--- src/rtl/ram_1w_1rs_scheduler.sv ---
// Write-port arbiter (round-robin A/B) and read sequencer for a 1W/1R synchronous RAM.
// Define RAM_SCHED_INIT_EN to zero-fill the whole RAM after reset before accepting requests.
//
// state   | meaning
// --------+------------------------------------------------------------
// ST_INIT | zero-fill sweep, one word per cycle, all requesters held off
// ST_RUN  | normal operation: arbitrated writes, handshaked reads
module ram_1w_1rs_scheduler #(
    parameter int addressWidth = 8,
    parameter int dataWidth    = 32,
    parameter int maskWidth    = 4
) (
    input  logic                    clk,
    input  logic                    reset,
    input  logic                    wa_valid,
    output logic                    wa_ready,
    input  logic [addressWidth-1:0] wa_addr,
    input  logic [dataWidth-1:0]    wa_data,
    input  logic [maskWidth-1:0]    wa_mask,
    input  logic                    wb_valid,
    output logic                    wb_ready,
    input  logic [addressWidth-1:0] wb_addr,
    input  logic [dataWidth-1:0]    wb_data,
    input  logic [maskWidth-1:0]    wb_mask,
    input  logic                    rc_valid,
    output logic                    rc_ready,
    input  logic [addressWidth-1:0] rc_addr,
    output logic                    rr_valid,
    input  logic                    rr_ready,
    output logic [dataWidth-1:0]    rr_data,
    output logic                    busy,
    output logic                    ram_wr_en,
    output logic [maskWidth-1:0]    ram_wr_mask,
    output logic [addressWidth-1:0] ram_wr_addr,
    output logic [dataWidth-1:0]    ram_wr_data,
    output logic                    ram_rd_en,
    output logic [addressWidth-1:0] ram_rd_addr,
    input  logic [dataWidth-1:0]    ram_rd_data
);

    logic run;
    logic last_b;
    logic grant_a;
    logic grant_b;
    logic collision;
    logic rd_fire;

`ifdef RAM_SCHED_INIT_EN
    typedef enum logic {ST_INIT, ST_RUN} state_t;

    state_t                  state;
    logic [addressWidth-1:0] init_cnt;

    always_ff @(posedge clk) begin
        if (reset) begin
            state    <= ST_INIT;
            init_cnt <= '0;
            busy     <= 1'b1;
        end else if (state == ST_INIT) begin
            init_cnt <= init_cnt + 1'b1;
            if (init_cnt == '1) begin
                state <= ST_RUN;
                busy  <= 1'b0;
            end
        end
    end

    assign run = (state == ST_RUN);
`else
    assign run  = 1'b1;
    assign busy = 1'b0;
`endif

    // last_b=1 means B won the previous grant, so A takes the next tie.
    assign grant_a  = run && wa_valid && (!wb_valid || last_b);
    assign grant_b  = run && wb_valid && (!wa_valid || !last_b);
    assign wa_ready = grant_a;
    assign wb_ready = grant_b;

    always_comb begin
        ram_wr_en   = 1'b0;
        ram_wr_mask = '0;
        ram_wr_addr = '0;
        ram_wr_data = '0;
`ifdef RAM_SCHED_INIT_EN
        if (state == ST_INIT) begin
            ram_wr_en   = 1'b1;
            ram_wr_mask = '1;
            ram_wr_addr = init_cnt;
        end
`endif
        if (grant_a) begin
            ram_wr_en   = 1'b1;
            ram_wr_mask = wa_mask;
            ram_wr_addr = wa_addr;
            ram_wr_data = wa_data;
        end else if (grant_b) begin
            ram_wr_en   = 1'b1;
            ram_wr_mask = wb_mask;
            ram_wr_addr = wb_addr;
            ram_wr_data = wb_data;
        end
    end

    // Read-under-write is undefined in the RAM, so a same-address read waits one cycle.
    assign collision   = (grant_a || grant_b) && (ram_wr_addr == rc_addr);
    assign rc_ready    = run && (!rr_valid || rr_ready) && !collision;
    assign rd_fire     = rc_valid && rc_ready;
    assign ram_rd_en   = rd_fire;
    assign ram_rd_addr = rc_addr;
    assign rr_data     = ram_rd_data;

    always_ff @(posedge clk) begin
        if (reset) begin
            rr_valid <= 1'b0;
            last_b   <= 1'b1;
        end else begin
            if (rd_fire) begin
                rr_valid <= 1'b1;
            end else if (rr_ready) begin
                rr_valid <= 1'b0;
            end
            if (grant_a) begin
                last_b <= 1'b0;
            end else if (grant_b) begin
                last_b <= 1'b1;
            end
        end
    end

endmodule

--- config.mk ---
export PLATFORM = sky130hd
export DESIGN_NAME = ram_1w_1rs_scheduler
export DESIGN_NICKNAME = d
export VERILOG_FILES = /design/src/rtl/ram_1w_1rs_scheduler.sv
export SDC_FILE = /design/constraint.sdc
export NUM_CORES = 1
export LEC_CHECK = 0
export CORE_AREA = 2 2 87 89
export CTS_BUF_LIST = sky130_fd_sc_hd__clkbuf_4
export CTS_CLUSTER_DIAMETER = 50
export CTS_CLUSTER_SIZE = 28
export DETAILED_ROUTE_END_ITERATION = 10
export DIE_AREA = 0 0 89 91
export GPL_TIMING_DRIVEN = 0
export PLACE_DENSITY_LB_ADDON = 0.25
export SLEW_MARGIN = 20
export SYNTH_ARGS = -nofsm -noshare
export SYNTH_HDL_FRONTEND = slang
export SYNTH_SLANG_ARGS = --single-unit
--- constraint.sdc ---
create_clock -name clk -period 2.3 [get_ports clk]
set_input_delay 0.46 -clock clk [delete_from_list [all_inputs] [get_ports clk]]
set_output_delay 0.46 -clock clk [all_outputs]
set_load 0.02 [all_outputs]
* Yosys cells after proc, flatten, opt, wreduce, memory -nomap -nowiden
Cells that the tools add are included.
Operators by class: eq/ne operators 1, reduce and logical (&&, ||, !) cells 16, multiplexer cells 12
Operators with widths (number):
- 32-bit two-way mux | 2
- 8-bit two-way mux | 2
- 8-bit equality test | 1
- 4-bit two-way mux | 2
- 1-bit two-way mux | 6
- 1-bit logical AND | 5
- 1-bit zero test | 5
- 1-bit logical OR | 4
- 2-bit nonzero test | 2
Word-level totals: bits in registers 2, output and inout bits 91

* Longest topological paths before layout
depth after elaboration 11, depth in mapped cells 7, gate-level depth less buffers 6

* Worst setup path after synthesis
Ideal clock, no wire load.
path type input to output, start input wb_valid, end output ram_rd_en, data arrival time 1.896 ns, buffers on the path 0, path slack -0.056 ns, stages 6, cell sequence a21boi_2 -> a32oi_1 -> xnor2_1 -> nor4_2 -> a21oi_1 -> and2_1
On the way: cells in the longest elaborated chain, start to end 9, elaborated cells on any way between the ends 12
Ends and longest elaborated chain:
- from (decl) | line 20 | input logic wb_valid,
- 1-bit zero test | line 75 | assign grant_a = run && wa_valid && (!wb_valid || last_b);
- 1-bit logical OR | line 75
- 1-bit logical AND | line 75
- 8-bit two-way mux | line 92 | if (grant_a) begin
- 8-bit equality test | line 106 | assign collision = (grant_a || grant_b) && (ram_wr_addr == rc_addr);
- 1-bit logical AND (*) | line 106
- 1-bit zero test (*) | line 107 | assign rc_ready = run && (!rr_valid || rr_ready) && !collision;
- 1-bit logical AND (*) | line 107
- named net rc_ready | line 26 | output logic rc_ready,
- 1-bit logical AND (*) | line 108 | assign rd_fire = rc_valid && rc_ready;
- to (decl) | line 36 | output logic ram_rd_en,
The timed path passes the listed nets; every way through them passes the cells marked *.

* Worst setup path after layout
start input wb_valid, end output ram_rd_en
On the way: cells in the longest elaborated chain, start to end 9, elaborated cells on any way between the ends 12
Ends and longest elaborated chain (line):
- 1-bit zero test | 75
- 1-bit logical OR | 75
- 1-bit logical AND | 75
- 8-bit two-way mux | 92
- 8-bit equality test | 106
- 1-bit logical AND (*) | 106
- 1-bit zero test (*) | 107
- 1-bit logical AND (*) | 107
- 1-bit logical AND (*) | 108
Every way passes the cells marked *; elsewhere a longest branch is shown, timed or not.

==> impl_metrics.tcl <==
set metrics [dict create \
    outcome "complete, but fails checks" \
    violations "negative setup slack" \
    netlist_area_um2 1030 \
    die_y_um 91 \
    postCtsHoldBufs 0 \
    worstSetupPathType "input pin to output pin" \
    fmax_mhz 400 \
    hold_viol 0 \
    synth_top_family_by_area "compound AO/OA/AOI/OAI gates" \
    drt_iter0_markers 12 \
    drt_pass1_iterations 4 \
    clkPwrFrac 0.086 \
    rsz0062_at_grt "yes" \
    vias 1798 \
    wirelength_mm 6.02 \
    met1_usage 0.132 \
    routed_via_density 4.02 \
    synth_simple_gate_area_frac 0.0713 \
    synthAdderAreaFrac 0 \
    finClkSkew_ns 0.00220 \
    yosys_warnings 0 \
    rows 31 \
    crit_path_end_kind "output pin" \
    clock-sinks 2 \
    grt_max_degree 11 \
    cts_root_buf "clkbuf_4" \
    antenna_found_initial 0 \
    clkTransAtPathRegs_ns 0.03 \
    syn_avg_cell_area_um2 8.02 \
    p_int_mw 0.558 \
    place_area_um2 3070 \
    design_area_um2 3310 \
    cap_violations 0 \
    layout_common_cells "clkdlybuf4s50_1 (138), buf_4 (66), a22o_1 (37)" \
    path_max_fanout 5 \
    maxSlewViolCount 0 \
    synth_xor_area_frac 0.0762 \
    synth_seq_area_share 0.0387 \
    n_antenna_cell 0 \
    powerDensity_nw_per_um2 276 \
    cts_buffer_depth 2 \
    final_common_cell "clkdlybuf4s50_1" \
    synth.mux.area_fraction 0 \
    clk_latency_ns 0.23 \
    netSwitchingFraction 0.390 \
    grt_remaining_overflow 0 \
    fin_total_pwr_mw 0.915 \
    p_seq_frac 0.044 \
    h-tree-depth 1 \
    gr-usage-met2 0.259 \
    ant_nets 0 \
    area_growth_pct 220 \
    final.min_clock_period_ns 2.50 \
    coreArea_um2 7140 \
    slowest_stage "nor4_4" \
    crit_path_max_incr_delay_ns 0.36 \
    leakage_nw 1.56 \
    hold_path.class "input pin to register" \
    syn_inst 129 \
    track_usage 0.127 \
    busiest_layer "met2" \
    drc_errors 0 \
    synth_compound_area_frac 0.439 \
    p_sw_mw 0.356 \
    pin_count 225 \
    finalSetupViolations 3 \
    drive_above_1_share 0.371 \
    nets 484 \
    ir_drop_mv 0.110 \
    grt_use_met3 0.0245 \
    cts_buffers 3 \
    setup_ws_ns -0.200 \
    crit_path_frequent_cell "buf_12" \
    wire_per_inst_um 13.5 \
    cp_top_family "simple AND/OR/NAND/NOR gates" \
    crit_arrival_ns 2.04 \
    pwr-share-comb 0.870 \
    start_kind "input pin" \
    cts_tree "done" \
    fin_crit_sh 1.09 \
    syn_nets 263 \
    grt_pass1_wl_mm 8.31 \
    finalWeightedCongestion 0.734 \
    yosys.cell_types.count 24 \
    setup_tns_ns -0.572 \
    grt_pass1_vias 1855 \
    die_w_um 89 \
    yosys_register_bits 2 \
    n_fill_cell 766 \
    die-area_um2 8100 \
    hpwl_mm 4.94 \
    start_util 0.145 \
    critical_path.cell_chain "buf_8, a21boi_4, buf_12, buf_12, a32oi_4, xnor2_2, nor4_4, a21oi_4, and2_4, buf_6" \
    required_ns 1.84 \
    port_buffers 191 \
    crit_buf_inv 4 \
]
-- Yosys cell counts --
library cell / number / area share
o21ba_1: 1 / 0.0097
nor4_2: 2 / 0.024
a21boi_2: 1 / 0.011
conb_1: 1 / 0.0036
buf_6: 1 / 0.011
nand2b_1: 1 / 0.0060
a32oi_1: 4 / 0.034
nor2b_1: 1 / 0.0060
a22oi_1: 1 / 0.0073
buf_4: 41 / 0.30
and2_1: 2 / 0.012
o21ai_0: 1 / 0.0048
nand2_1: 1 / 0.0036
nand2b_4: 1 / 0.013
xnor2_1: 9 / 0.076
a22o_1: 37 / 0.31
a21boi_1: 1 / 0.0073
dfxtp_1: 2 / 0.039
or2_1: 1 / 0.0060
clkbuf_1: 5 / 0.018
a21oi_1: 1 / 0.0048
buf_2: 4 / 0.019
inv_1: 7 / 0.025
a32oi_2: 3 / 0.047
-- per-stage QoR --
step,util,hold slack (ns),setup slack [ns],std cells
after CTS,0.455,0.483,-0.105,439
after global routing,0.464,0.492,-0.265,447
after global placement,0.431,0.533,-1.34,419
after floorplan,-,0.510,0.0361,129
final,0.464,0.476,-0.200,447
after detailed placement,0.431,0.543,-1.34,419
-- timing repair --
action,CTS,global route
buffers inserted,17,8
pin swaps,14,6
gates resized for setup,141,48
cloned,1,0
setup endpoints to repair,50,14
-- worst paths after layout --
path | start | end | slack, ns | cells after the start
max | wb_valid | ram_rd_en | -0.20 | 10
min | wb_valid | last_b | 0.48 | 3
max reg2reg | last_b | rr_valid | -0.16 | 16
min reg2reg | last_b | last_b | 0.55 | 3
-- area by class of cell --
cell class                 instances  area, um^2  share of cell area
tap                               99         124              0.0374
timing repair buffer             217        1990               0.600
sequential                         2        41.3              0.0125
multi-input combinational         69         711               0.215
clock buffer                       3        22.5             0.00680
buffer                            50         402               0.121
inverter                           7        26.3             0.00793
-- power groups by stage --
stage / clock, mW / combinational, mW / sequential, mW
5_1_grt: 0.0845 / 0.844 / 0.0406
3_5_place_dp: 0 / 0.767 / 0.0397
4_1_cts: 0.0817 / 0.777 / 0.0401
2_1_floorplan: 0 / 0.343 / 0.0409
6_report: 0.0788 / 0.796 / 0.0402
3_3_place_gp: 0 / 0.764 / 0.0396
-- state kept, by name, indices dropped and copies added (netlist names) --
name	cells
last_b	1
rr_valid	1
-- per-layer routing --
layer / routed length [um] / vias up
li1: - / 876
met1: 2000 / 810
met2: 3370 / 110
met3: 630 / 2
met4: 21 / 0
met5: 0 / -
-- worst register-to-register path: cells and delay by family (launching register included) --
kind / cells / cell delay (ns)
DFF: 1 / 0.36
AOI/OAI and AO/OA: 4 / 0.56
and+or+nand+nor: 1 / 0.05
buffers and inverters: 10 / 1.27
xor gates and xnor gates: 1 / 0.16
-- cells by family (layout without fill, tap and decap cells) --
kind of cell              after synthesis  count (layout)
AOI/OAI and AO/OA                      50              50
xor gates and xnor gates                9               9
buffers and inverters                  58             277
DFF                                     2               2
other                                   1               1
and+or+nand+nor                         9               9
Power figures use the tool's default switching activity.
